**config.mk**
```make
export PLATFORM = sky130hd
export DESIGN_NAME = universal_shift_register_n
export DESIGN_NICKNAME = d
export VERILOG_FILES = /design/src/rtl/shift_reg_pkg.sv /design/src/rtl/usr_bit_slice.sv /design/src/rtl/universal_shift_register_n.sv
export SDC_FILE = /design/constraint.sdc
export NUM_CORES = 1
export LEC_CHECK = 0
export ABC_CLOCK_PERIOD_IN_PS = 1800
export CAP_MARGIN = 20
export CORE_MARGIN = 4
export CORE_UTILIZATION = 40
export DETAILED_ROUTE_END_ITERATION = 8
export PLACE_DENSITY = 0.72
export SETUP_SLACK_MARGIN = 0.1
export SLEW_MARGIN = 20
export SYNTH_ARGS = -nofsm -noshare
export SYNTH_HDL_FRONTEND = slang
export SYNTH_SLANG_ARGS = --single-unit
```
**constraint.sdc**
```tcl
create_clock -name clk -period 1.8 [get_ports clk]
set_clock_uncertainty 0.2 [all_clocks]
set_input_delay 0.45 -clock clk [delete_from_list [all_inputs] [get_ports clk]]
set_output_delay 0.45 -clock clk [all_outputs]
set_load 0.01 [all_outputs]
```
**src/rtl/shift_reg_pkg.sv**
```systemverilog
// Shared definitions for the universal shift register: mode encodings and
// the bits_left counter width helper.
package shift_reg_pkg;

    localparam logic [2:0] MODE_HOLD  = 3'b000;
    localparam logic [2:0] MODE_SHR   = 3'b001;
    localparam logic [2:0] MODE_SHL   = 3'b010;
    localparam logic [2:0] MODE_LOAD  = 3'b011;
    localparam logic [2:0] MODE_ROR   = 3'b100;
    localparam logic [2:0] MODE_ROL   = 3'b101;
    localparam logic [2:0] MODE_CLEAR = 3'b110;
    localparam logic [2:0] MODE_RSVD  = 3'b111;

    // Counter must hold values 0..width inclusive.
    function automatic int calc_cw(input int width);
        return $clog2(width + 1);
    endfunction

endpackage

```
**src/rtl/usr_bit_slice.sv**
```systemverilog
// One bit of the universal shift register: mode-selected next-value mux
// feeding an enabled flop with asynchronous reset.
module usr_bit_slice
    import shift_reg_pkg::*;
#(
    parameter logic RESET_BIT = 1'b0
) (
    input  logic       clk,
    input  logic       reset,
    input  logic       en,
    input  logic [2:0] mode,
    input  logic       par_bit,
    input  logic       shr_bit,
    input  logic       shl_bit,
    input  logic       ror_bit,
    input  logic       rol_bit,
    output logic       q
);

    logic bit_d;
    logic bit_q;

    // End slices get the serial inputs on shifts and the wrapped bit on rotates;
    // interior slices see the same neighbour on both.
    always_comb begin
        bit_d = bit_q;
        case (mode)
            MODE_HOLD,
            MODE_RSVD:  bit_d = bit_q;
            MODE_SHR:   bit_d = shr_bit;
            MODE_SHL:   bit_d = shl_bit;
            MODE_LOAD:  bit_d = par_bit;
            MODE_ROR:   bit_d = ror_bit;
            MODE_ROL:   bit_d = rol_bit;
            MODE_CLEAR: bit_d = RESET_BIT;
            default:    bit_d = bit_q;
        endcase
    end

    always_ff @(posedge clk or posedge reset) begin
        if (reset) begin
            bit_q <= RESET_BIT;
        end else if (en) begin
            bit_q <= bit_d;
        end
    end

    assign q = bit_q;

endmodule

```
**src/rtl/universal_shift_register_n.sv**
```systemverilog
// N-bit universal shift register with serial in/out on both ends and a
// count of loaded bits not yet shifted out (serialiser/deserialiser front end).
module universal_shift_register_n
    import shift_reg_pkg::*;
#(
    parameter int               WIDTH       = 8,
    parameter logic [WIDTH-1:0] RESET_VALUE = '0,
    localparam int              CW          = calc_cw(WIDTH)
) (
    input  logic             clk,
    input  logic             reset,
    input  logic             en,
    input  logic [2:0]       mode,
    input  logic [WIDTH-1:0] par_in,
    input  logic             ser_in_msb,
    input  logic             ser_in_lsb,
    output logic [WIDTH-1:0] q,
    output logic             ser_out_lsb,
    output logic             ser_out_msb,
    output logic [CW-1:0]    bits_left,
    output logic             empty
);

    logic [WIDTH-1:0] q_q;
    logic [CW-1:0]    bits_left_d;
    logic [CW-1:0]    bits_left_q;

    for (genvar i = 0; i < WIDTH; i++) begin : g_bit
        logic hi_shift;
        logic hi_rot;
        logic lo_shift;
        logic lo_rot;

        if (i == WIDTH - 1) begin : g_top
            assign hi_shift = ser_in_msb;
            assign hi_rot   = q_q[0];
        end else begin : g_hi
            assign hi_shift = q_q[i+1];
            assign hi_rot   = q_q[i+1];
        end

        if (i == 0) begin : g_bot
            assign lo_shift = ser_in_lsb;
            assign lo_rot   = q_q[WIDTH-1];
        end else begin : g_lo
            assign lo_shift = q_q[i-1];
            assign lo_rot   = q_q[i-1];
        end

        usr_bit_slice #(
            .RESET_BIT (RESET_VALUE[i])
        ) u_slice (
            .clk     (clk),
            .reset   (reset),
            .en      (en),
            .mode    (mode),
            .par_bit (par_in[i]),
            .shr_bit (hi_shift),
            .shl_bit (lo_shift),
            .ror_bit (hi_rot),
            .rol_bit (lo_rot),
            .q       (q_q[i])
        );
    end

    // Shifts consume one loaded bit, saturating at zero; rotates keep the count.
    always_comb begin
        bits_left_d = bits_left_q;
        case (mode)
            MODE_SHR,
            MODE_SHL: begin
                if (bits_left_q != '0) begin
                    bits_left_d = bits_left_q - CW'(1);
                end
            end
            MODE_LOAD:  bits_left_d = CW'(WIDTH);
            MODE_CLEAR: bits_left_d = '0;
            MODE_HOLD,
            MODE_ROR,
            MODE_ROL,
            MODE_RSVD:  bits_left_d = bits_left_q;
            default:    bits_left_d = bits_left_q;
        endcase
    end

    always_ff @(posedge clk or posedge reset) begin
        if (reset) begin
            bits_left_q <= '0;
        end else if (en) begin
            bits_left_q <= bits_left_d;
        end
    end

    assign q           = q_q;
    assign ser_out_lsb = q_q[0];
    assign ser_out_msb = q_q[WIDTH-1];
    assign bits_left   = bits_left_q;
    assign empty       = (bits_left_q == '0);

endmodule

```
### Yosys cells after proc, flatten, opt, wreduce, memory -nomap -nowiden

Index checks and enable logic that the tools add are counted.

| word-level totals | value |
|---|---|
| bits in registers | 12 |
| input bits | 16 |
| output and inout port bits | 15 |

| cells by class | value |
|---|---|
| add/subtract/negate cells | 1 |
| eq/ne operators | 8 |
| mux-type cells | 10 |
| bitwise logic cells | 2 |
| reduce and logical (&&, ||, !) cells | 10 |

Operator list:

| operator | count |
|---|---|
| $pmux W1 S4 | 6 |
| $eq A3 B3 Y1 const B | 4 |
| $pmux W4 S3 | 1 |
| $pmux W1 S5 | 2 |
| $reduce_or A2 Y1 | 4 |
| $eq A3 B2 Y1 const B | 2 |
| $logic_not A4 Y1 | 1 |
| $mux W4 | 1 |
| $reduce_bool A4 Y1 | 1 |
| $reduce_or A4 Y1 | 1 |
| $sub A4 B1 Y4 const B | 1 |
| $eq A3 B1 Y1 const B | 1 |
| $logic_not A3 Y1 | 1 |
| $reduce_and A3 Y1 | 1 |
| $ne A2 B2 Y1 const B | 1 |
| $not A1 Y1 | 2 |
| $reduce_and A2 Y1 | 1 |

### Longest topological paths before layout

Gate-level depths: netlist of the first run.

| depth | value |
|---|---|
| word-level depth | 4 |
| mapped depth | 6 |
| mapped depth without buffers | 6 |

### Modules after synthesis

Synthesis of the first run repeated with hierarchy kept, for this count alone.

| second synthesis, totals | value |
|---|---|
| cell total of the unflattened synthesis | 146 |
| area total of the unflattened synthesis | 1258.7 um^2 |

Modules (own cells, without submodules):

| module | instances | cells each | area an instance (um^2) | seq. area each (um^2) |
|---|---|---|---|---|
| usr_bit_slice | 8 | 13 | 110.1 | 25.0 |
| universal_shift_register_n | 1 | 42 | 377.9 | 100.1 |

### Worst setup path before layout of the first run

No wires, ideal clock.

| path | value |
|---|---|
| kind | register to register |
| start | register bits_left_q[0], in the netlist bits_left[0] |
| end | register bits_left_q[0], in the netlist bits_left[0] |
| setup time | 0.125 ns |
| arrival | 1.576 ns |
| required time | 1.475 ns |
| setup slack | -0.102 ns |
| cell stages (with the launch flop) | 7 |
| clock period less this slack | 1.902 ns |
| cell sequence | dfrtp_1 inv_1 ha_1 or3b_4 o211ai_2 nor2_2 mux2_4 |

| between the ends | value |
|---|---|
| cells in the longest elaborated chain, start to end | 3 |
| elaborated cells on any way between the ends | 6 |
| classes of those cells | add/sub: 1; eq/ne: 1; mux: 2; reduce/logical: 2 |

RTL lines:

| what | RTL line | RTL |
|---|---|---|
| from (decl) | universal_shift_register_n.sv:26 | `logic [CW-1:0] bits_left_q;` |
| from (signal assigned) | universal_shift_register_n.sv:90 | `bits_left_q <= bits_left_d;` |
| $sub A4 B1 Y4 / $reduce_bool A4 Y1 (equally long branches) | universal_shift_register_n.sv:73, universal_shift_register_n.sv:72 |  |
| $mux W4 / $ne A2 B2 Y1 (equally long branches) | n/a |  |
| $pmux W4 S3 / $reduce_and A3 Y1 (equally long branches) | n/a |  |

Several ways; a longest one is shown, not always the timed one. The select of a mux whose other input is x is not followed.
A chain may end at the register's enable or synchronous reset.

### Worst setup path after layout of the first run

| path | value |
|---|---|
| start | register bits_left_q[0], in the netlist bits_left[0] |
| end | register bits_left_q[2], in the netlist bits_left[2] |

Same word-level chain as after synthesis.

==> results of run 1 <==
[layout by cell type (no fill, tap or decap), types with 5 or more instances in the layout]
cell / netlist / routed
a21oi_1: 14 / 13
a22o_1: 6 / 6
buf_4: 9 / 40
buf_6: 4 / 8
clkdlybuf4s50_1: 0 / 11
dfrtp_1: 12 / 12
dlygate4sd2_1: 0 / 13
nand2_1: 12 / 12
nor2_1: 5 / 5
o21ai_0: 7 / 7
[power by group through the flow]
stage	registers [mW]	clock network (mW)	logic, mW
detailed placement	0.417	0	0.870
floorplan	0.449	0	0.419
global placement	0.412	0	0.850
finish	0.395	0.168	0.994
CTS	0.396	0.177	0.969
global route	0.405	0.189	1.08
[timing repair]
action | CTS | global route
cloned | 1 | 0
resized for setup | 48 | 9
setup buffers | 10 | 3
pin swaps | 2 | 1
setup endpoints to repair | 27 | 13
[state kept, by name, summed over array words and instances, names as in the netlist]
name / flops
bits_left: 4
g_bit.u_slice.q: 8
[cell families after synthesis]
family / Yosys count
flops: 12
simple gates: 32
fa+ha+maj: 2
mux: 4
buf+inv: 25
xor+xnor: 2
compound gates: 50
[area by class of cell]
class	instances	area, um^2	area share
multi-input cells	90	659	0.394
repair buffers	75	629	0.376
flip-flops and latches	12	300	0.179
well taps	30	37.5	0.0224
inverters	7	26.3	0.0157
clock buffers	3	22.5	0.0134
[worst register-to-register path, cell delays in order, from the launching register on]
cell	delay, ps
dfrtp_1	390
inv_2	60
ha_2	160
or3b_4	380
buf_4	160
o211ai_4	200
nor2_4	70
buf_4	140
a22o_1	190
[worst min-delay path by stage]
stage,cells after the start,from,endpoint
6_report,2,reset,bits_left[3]
3_3_place_gp,2,g_bit[7].u_slice.q,g_bit[7].u_slice.q
5_1_grt,2,reset,bits_left[3]
3_5_place_dp,1,g_bit[2].u_slice.q,g_bit[2].u_slice.q
4_1_cts,2,reset,bits_left[3]
2_1_floorplan,1,reset,bits_left[0]
[per-stage QoR]
step                instance area [um^2]  setup WS (ps)  hold slack, ps
global placement                    1540           -369             352
global route                        1680           -314             336
floorplan                           1080           -101             115
CTS                                 1680           -258             313
detailed placement                  1540           -413             371
finish                              1680           -261             295
[routing by layer]
layer / vias up / GRT usage
li1: 577 / -
met1: 599 / 0.242
met2: 46 / 0.361
met3: 2 / 0.0281
met4: 0 / 0.0380
met5: - / 0
==> results.py, run 1 <==
metrics = {
    "outcome": {
        "status": "finished, violations left",
        "violations": "setup timing",
    },
    "setup_path": {
        "cp-end-kind": "register",
        "critPathMaxFanout": 3,
        "worst-setup-path-type": "register to register",
        "critical_path.top_delay_family": "simple AND/OR/NAND/NOR gates",
        "start_kind": "register",
        "critPathLaunch": "bits_left[0]",
        "crit_end": "bits_left[2]",
        "critPathSlowestCell": "dfrtp_1",
        "cp_cell_sequence": "inv_2, ha_2, or3b_4, buf_4, o211ai_4, nor2_4, buf_4, a22o_1",
        "worstPathRequired_ps": 1760,
        "worstReg2RegEnd": "bits_left[2]",
        "crit_cells": 8,
        "crit_top_cell": "buf_4",
        "slowest_delay_ps": 390,
        "arrival_ps": 2020,
        "ff2ff_path_depth": 8,
        "r2r_slack_ps": -260,
        "path_buf_inv": 3,
        "r2r-start": "bits_left[0]",
    },
    "yosys": {
        "yosysUniqueCellTypes": 40,
        "synthTopCellsByArea": "dfrtp_1, a21oi_1, buf_4",
        "netlist_area_um2": 1080,
        "synthXorXnorAreaFrac": 0.0162,
        "synth_top_flop_cell": "dfrtp_1",
        "synth_area_leader_cell": "dfrtp_1",
        "synth_top_family_by_area": "compound AO/OA/AOI/OAI gates",
        "ys_seq_elements": 12,
        "synth_common_cells": "a21oi_1, dfrtp_1, nand2_1, buf_4",
        "synth_top_area_frac": 0.278,
        "async_flop_share": 1.00,
        "ys_warn_count": 0,
        "synth_fp_nets": 145,
        "synth_most_common_cell": "a21oi_1",
        "synth_fa_ha_area_frac": 0.0232,
        "synthMuxAreaShare": 0.0464,
        "synth_simple_gate_area_frac": 0.147,
        "synth-compound-area-share": 0.338,
        "synth_area_per_cell_um2": 8.49,
        "seq_area_frac_synth": 0.278,
        "syn_inst": 127,
        "synth-edff-count": 0,
    },
    "clock_tree": {
        "cts_root_buf": "clkbuf_4",
        "max-clock-path-buffers": 2,
        "clock-sinks": 12,
        "htreeDepth": 1,
        "cts_hold_buf": 0,
        "clk_latency_ps": 270,
        "clkTransAtPathRegs_ps": 80,
        "cts_tree": "built",
        "numCtsBuffers": 3,
    },
    "routing": {
        "top_layer": "met4",
        "met2_length_um": 1730,
        "firstDrtPassIters": 4,
        "route.detailed.vias_per_inst": 5.64,
        "drt_wl_total_um": 3370,
        "drt-met1-wl_um": 1420,
        "drt_iter0_markers": 55,
        "detail-route-antenna-nets": 0,
        "route.met3.wl_um": 200,
        "drcViolationCount": 0,
        "routed-via-count": 1224,
        "wl_per_cell_um": 15.5,
    },
    "finish": {
        "n_fill_cell": 224,
        "antenna_cells": 0,
        "instances_no_fill": 217,
        "drive_gt1_frac": 0.380,
        "area_growth_pct": 55.3,
        "final_core_util": 0.664,
        "nNetsFinal": 207,
    },
    "floorplan": {
        "core-area_um2": 2520,
        "chipWidth_um": 59.9,
        "initial_core_util": 0.428,
        "pin_count": 31,
        "die_area_um2": 3590,
        "rows": 18,
        "die_y_um": 59.9,
    },
    "placed_design": {
        "gp_congestion": 0.909,
        "dpl.hpwl_um": 2440,
        "io_buffers": 30,
        "dp.cells": 203,
    },
    "min_path": {
        "holdCritPathClass": "primary input to async pin",
    },
    "timing": {
        "slew_headroom": 0.663,
        "tns_ps": -1060,
        "finalHoldViolCount": 0,
        "fmax_mhz": 485,
        "finalSetupViolCount": 5,
        "drv_slew": 0,
        "layout_min_cycle_time_ps": 2060,
        "fin_crit_sh": 1.14,
        "max_slew.worst_pin.slew_ps": 505,
        "finalWorstSetupSlack_ps": -261,
        "rsz0062_at_grt": "yes",
    },
    "power_and_ir_drop": {
        "clockPowerShare": 0.108,
        "p_int_mw": 0.986,
        "sw_frac_of_total": 0.367,
        "total_power_mw": 1.56,
        "max-vdd-ir-drop_mv": 0.834,
        "p_leak_nw": 0.780,
        "seq_power_share": 0.254,
        "power_switching_mw": 0.571,
        "powerDensity_nw_per_um2": 930,
        "p_comb_frac": 0.638,
    },
    "grt": {
        "track_usage": 0.197,
        "grt_pass1_wl_um": 5400,
        "grt_max_degree": 13,
        "grt-ovfl-total": 0,
        "grt_pass1_vias": 1211,
        "antenna_found_initial": 0,
    },
    "job": {
        "drv_cap": 0,
    },
}
(Power assumes the default switching activity.)
==> run 2, diff against run 1 <==
--- a/config.mk
+++ b/config.mk
@@ -9,7 +9,7 @@
 export CAP_MARGIN = 20
 export CORE_MARGIN = 4
-export CORE_UTILIZATION = 40
+export CORE_UTILIZATION = 42
 export DETAILED_ROUTE_END_ITERATION = 8
-export PLACE_DENSITY = 0.72
+export PLACE_DENSITY = 0.75
 export SETUP_SLACK_MARGIN = 0.1
 export SLEW_MARGIN = 20
==> constraint.sdc (replaced) <==
create_clock -name clk -period 1.8 [get_ports clk]
set_clock_uncertainty 0.2 [all_clocks]
set_input_delay 0.45 -clock clk [delete_from_list [all_inputs] [get_ports clk]]
set_output_delay 0.45 -clock clk [all_outputs]
set_load 0.02 [all_outputs]
==> results.py, run 2 (synthesis gave the netlist of run 1 again) <==
metrics = {
    "setup_path": {
        "arrival_ps": 1420,
        "start_kind": "register",
        "ff2ff_path_depth": 8,
        "worstReg2RegEnd": "bits_left[2]",
        "r2r-start": "bits_left[0]",
        "critPathMaxFanout": 2,
        "cp-end-kind": "output port",
        "worstPathRequired_ps": 1150,
        "worst-setup-path-type": "register to output port",
        "r2r_slack_ps": -250,
    },
    "timing": {
        "finalSetupViolCount": 5,
        "slew_headroom": 0.666,
        "fmax_mhz": 482,
        "drv_slew": 0,
        "max_slew.worst_pin.slew_ps": 501,
        "finalHoldViolCount": 0,
        "rsz0062_at_grt": "yes",
        "finalWorstSetupSlack_ps": -274,
        "layout_min_cycle_time_ps": 2070,
        "fin_crit_sh": 1.15,
    },
    "finish": {
        "antenna_cells": 0,
        "instances_no_fill": 223,
        "drive_gt1_frac": 0.435,
        "n_fill_cell": 190,
        "mostFrequentLayoutCells": "buf_4, a21oi_1, nand2_1",
        "nNetsFinal": 212,
        "final_common_cell": "buf_4",
        "largest_register_ffs": 8,
        "area_growth_pct": 60.4,
    },
    "power_and_ir_drop": {
        "powerDensity_nw_per_um2": 956,
        "p_leak_nw": 0.804,
        "max-vdd-ir-drop_mv": 1.09,
    },
    "grt": {
        "grt-ovfl-total": 0,
        "grt_pass1_wl_um": 5620,
        "grt_pass1_vias": 1210,
        "grt_max_degree": 13,
        "antenna_found_initial": 0,
        "track_usage": 0.215,
    },
    "placed_design": {
        "dpl.hpwl_um": 2370,
        "dp.cells": 206,
        "gp_congestion": 0.887,
        "place_ws_ps": -431,
        "io_buffers": 30,
    },
    "floorplan": {
        "die_y_um": 58.7,
        "pin_count": 31,
        "core-area_um2": 2450,
        "die_area_um2": 3440,
        "rows": 18,
        "initial_core_util": 0.439,
        "chipWidth_um": 58.7,
    },
    "clock_tree": {
        "cts_tree": "built",
        "cts_hold_buf": 0,
        "cts_root_buf": "clkbuf_4",
        "htreeDepth": 1,
        "clock-sinks": 12,
        "clkTransAtPathRegs_ps": 90,
        "numCtsBuffers": 3,
        "max-clock-path-buffers": 2,
        "clk_latency_ps": 290,
    },
    "outcome": {
        "violations": "setup timing",
        "status": "finished, violations left",
    },
    "job": {
        "drv_cap": 0,
    },
    "routing": {
        "routed-via-count": 1259,
        "wl_per_cell_um": 16.3,
        "firstDrtPassIters": 4,
        "drt_iter0_markers": 53,
        "drt_wl_total_um": 3630,
        "detail-route-antenna-nets": 0,
        "route.detailed.vias_per_inst": 5.65,
        "drcViolationCount": 0,
    },
    "min_path": {
        "holdCritPathClass": "primary input to async pin",
    },
}
run 2: what timing repair did:
item | 4_1_cts | 5_1_grt
setup endpoints to repair | 27 | 19
gates cloned | 1 | 0
resized for setup | 53 | 18
pin swaps | 1 | 1
setup buffers | 6 | 6
run 2: where the power goes:
| part | switching (mW) | internal, mW | total (mW) |
|---|---|---|---|
| Clock | 0.112 | 0.123 | 0.235 |
| Sequential | 0.0593 | 0.350 | 0.410 |
| Combinational | 0.503 | 0.506 | 1.01 |
| Total | 0.673 | 0.980 | 1.65 |
run 2: routing by layer:
| metal | share of wire | wire, um | GRT usage | vias to the layer above |
|---|---|---|---|---|
| met1 | 0.38 | 1380 | 0.254 | 599 |
| met4 | 0.025 | 92 | 0.0874 | 0 |
| li1 | - | - | - | 586 |
| met5 | 0 | 0 | 0 | - |
| met2 | 0.52 | 1890 | 0.394 | 61 |
| met3 | 0.072 | 262 | 0.0241 | 13 |
run 2: cell type report:
cell class	instances	area [um^2]	area share
multi-input combinational	90	669	0.387
timing repair buffer	80	658	0.380
sequential	12	303	0.175
tap	30	37.5	0.0217
clock buffer	4	36.3	0.0210
inverter	7	26.3	0.0152
run 2: worst max path at each step:
stage	startpoint	to	cells after the start
floorplan	bits_left[0]	bits_left[0]	6
global placement	bits_left[0]	empty	5
detailed placement	bits_left[1]	empty	5
CTS	bits_left[1]	empty	5
global route	bits_left[0]	empty	5
finish	bits_left[0]	empty	5
run 2: critical path, stage by stage (launching register included):
cell	delay, ps
dfrtp_2	410
inv_2	60
ha_1	130
or3b_4	370
inv_2	60
buf_6	100
run 2: metrics by stage:
stage,utilization,hold WS (ps),power [mW],area [um^2],setup TNS [ps]
final,0.705,278,1.65,1730,-1200
after global routing,0.705,310,1.75,1730,-1580
after CTS,0.694,322,1.59,1700,-1030
after detailed placement,0.641,367,1.39,1570,-5090
after global placement,0.641,357,1.36,1570,-4540
after floorplan,-,115,0.952,1080,-279
==> run 3, diff against run 2 <==
--- a/config.mk
+++ b/config.mk
@@ -9,7 +9,7 @@
 export CAP_MARGIN = 20
 export CORE_MARGIN = 4
-export CORE_UTILIZATION = 42
+export CORE_UTILIZATION = 40
 export DETAILED_ROUTE_END_ITERATION = 8
-export PLACE_DENSITY = 0.75
+export PLACE_DENSITY = 0.72
 export SETUP_SLACK_MARGIN = 0.1
 export SLEW_MARGIN = 20
==> constraint.sdc (replaced) <==
create_clock -name clk -period 1.8 [get_ports clk]
set_clock_uncertainty 0.2 [all_clocks]
set_input_delay 0.36 -clock clk [delete_from_list [all_inputs] [get_ports clk]]
set_output_delay 0.36 -clock clk [all_outputs]
set_load 0.02 [all_outputs]
==> results.py, run 3 (synthesis gave the netlist of run 1 again) <==
metrics = {
    "outcome": {
        "status": "finished, violations left",
        "violations": "setup timing",
    },
    "placed_design": {
        "gp_congestion": 0.848,
        "placed_area_um2": 1500,
        "dp.cells": 198,
        "dpl.hpwl_um": 2330,
        "io_buffers": 30,
    },
    "timing": {
        "finalSetupViolCount": 5,
        "fmax_mhz": 490,
        "whs_ps": 209,
        "fin_crit_sh": 1.13,
        "finalHoldViolCount": 0,
        "slew_headroom": 0.645,
        "max_slew.worst_pin.slew_ps": 531,
        "finalWorstSetupSlack_ps": -239,
        "drv_slew": 0,
        "layout_min_cycle_time_ps": 2040,
        "rsz0062_at_grt": "yes",
    },
    "finish": {
        "antenna_cells": 0,
        "final_common_cell": "buf_4",
        "largest_register_ffs": 8,
        "mostFrequentLayoutCells": "buf_4, a21oi_1, nand2_1, clkdlybuf4s50_1, dfrtp_1",
        "area_growth_pct": 49.2,
        "multi_input_area_um2": 653,
        "seq_area_um2": 303,
        "instances_no_fill": 206,
        "n_fill_cell": 224,
        "final_cell_area_um2": 1610,
        "nNetsFinal": 195,
        "drive_gt1_frac": 0.335,
    },
    "floorplan": {
        "initial_core_util": 0.428,
        "core-area_um2": 2520,
        "die_area_um2": 3590,
        "die_y_um": 59.9,
        "rows": 18,
        "chipWidth_um": 59.9,
        "pin_count": 31,
    },
    "grt": {
        "antenna_found_initial": 0,
        "track_usage": 0.189,
        "grt_pass1_wl_um": 5170,
        "grt_max_degree": 13,
        "grt_pass1_vias": 1138,
        "grt-ovfl-total": 0,
    },
    "power_and_ir_drop": {
        "total_power_mw": 1.62,
        "p_leak_nw": 0.731,
        "powerDensity_nw_per_um2": 1010,
        "max-vdd-ir-drop_mv": 0.857,
    },
    "job": {
        "drv_cap": 0,
    },
    "routing": {
        "drcViolationCount": 0,
        "wl_per_cell_um": 15.3,
        "route.detailed.vias_per_inst": 5.66,
        "detail-route-antenna-nets": 0,
        "drt_iter0_markers": 59,
        "drt_wl_total_um": 3150,
        "routed-via-count": 1165,
        "firstDrtPassIters": 4,
    },
    "clock_tree": {
        "max-clock-path-buffers": 2,
        "clkTransAtPathRegs_ps": 90,
        "clock-sinks": 12,
        "numCtsBuffers": 3,
        "cts_tree": "built",
        "htreeDepth": 1,
        "cts_hold_buf": 0,
        "clk_latency_ps": 280,
        "cts_root_buf": "clkbuf_4",
    },
    "setup_path": {
        "worstPathRequired_ps": 1770,
        "start_kind": "register",
        "cp-end-kind": "register",
        "worst-setup-path-type": "register to register",
        "critPathMaxFanout": 3,
        "arrival_ps": 2010,
    },
    "min_path": {
        "holdCritPathClass": "primary input to async pin",
    },
}
-- run 3: report_power, final --
group / internal, mW / switching, mW / total [mW] / leakage, nW
clock network: 0.123 / 0.104 / 0.227 / 0.0210
logic: 0.499 / 0.469 / 0.967 / 0.569
registers: 0.351 / 0.0785 / 0.429 / 0.140
-- run 3: worst max-delay path, stage by stage, from the launching register on --
cell and delay, ps:
dfrtp_2 420, inv_2 80, ha_4 120, or3b_4 390
buf_6 140, o211ai_4 190, nor2_4 80, mux2_4 300
-- run 3: final timing paths --
kind,from,end,slack [ps],depth (start not counted)
setup reg to reg,bits_left[1],bits_left[0],-240,7
max in group asynchronous,reset,bits_left[0],810,2
setup / recovery,bits_left[1],bits_left[0],-240,7
min in group clk,g_bit[0].u_slice.q,g_bit[0].u_slice.q,370,2
hold / removal,reset,bits_left[2],210,2
hold reg to reg,g_bit[0].u_slice.q,g_bit[0].u_slice.q,370,2
-- run 3: layer usage --
layer,wire length (um),GRT usage,vias to the layer above,share of wire
li1,-,-,557,-
met1,1400,0.242,561,0.44
met2,1540,0.307,41,0.49
met3,178,0.0497,6,0.057
met4,36,0.0633,0,0.011
met5,0,0,-,0
-- run 3: what timing repair did --
action                     4_1_cts  5_1_grt
setup buffers                    2        1
setup endpoints to repair       27       16
gates resized for setup         34       19
pin swaps                        1        5
gates cloned                     1        0
-- run 3: final cells by class --
class / instances / area share
inverter: 7 / 0.0163
timing repair buffer: 63 / 0.344
multi-input combinational: 90 / 0.406
tap: 30 / 0.0233
clock buffer: 4 / 0.0226
sequential: 12 / 0.188
-- run 3: through the flow --
stage          TNS [ps]  setup WS (ps)  utilization
2_1_floorplan      -226           -110            -
3_3_place_gp      -3090           -356        0.595
3_5_place_dp      -3520           -355        0.595
4_1_cts            -992           -227        0.625
5_1_grt           -1260           -276        0.638
6_report          -1050           -239        0.638
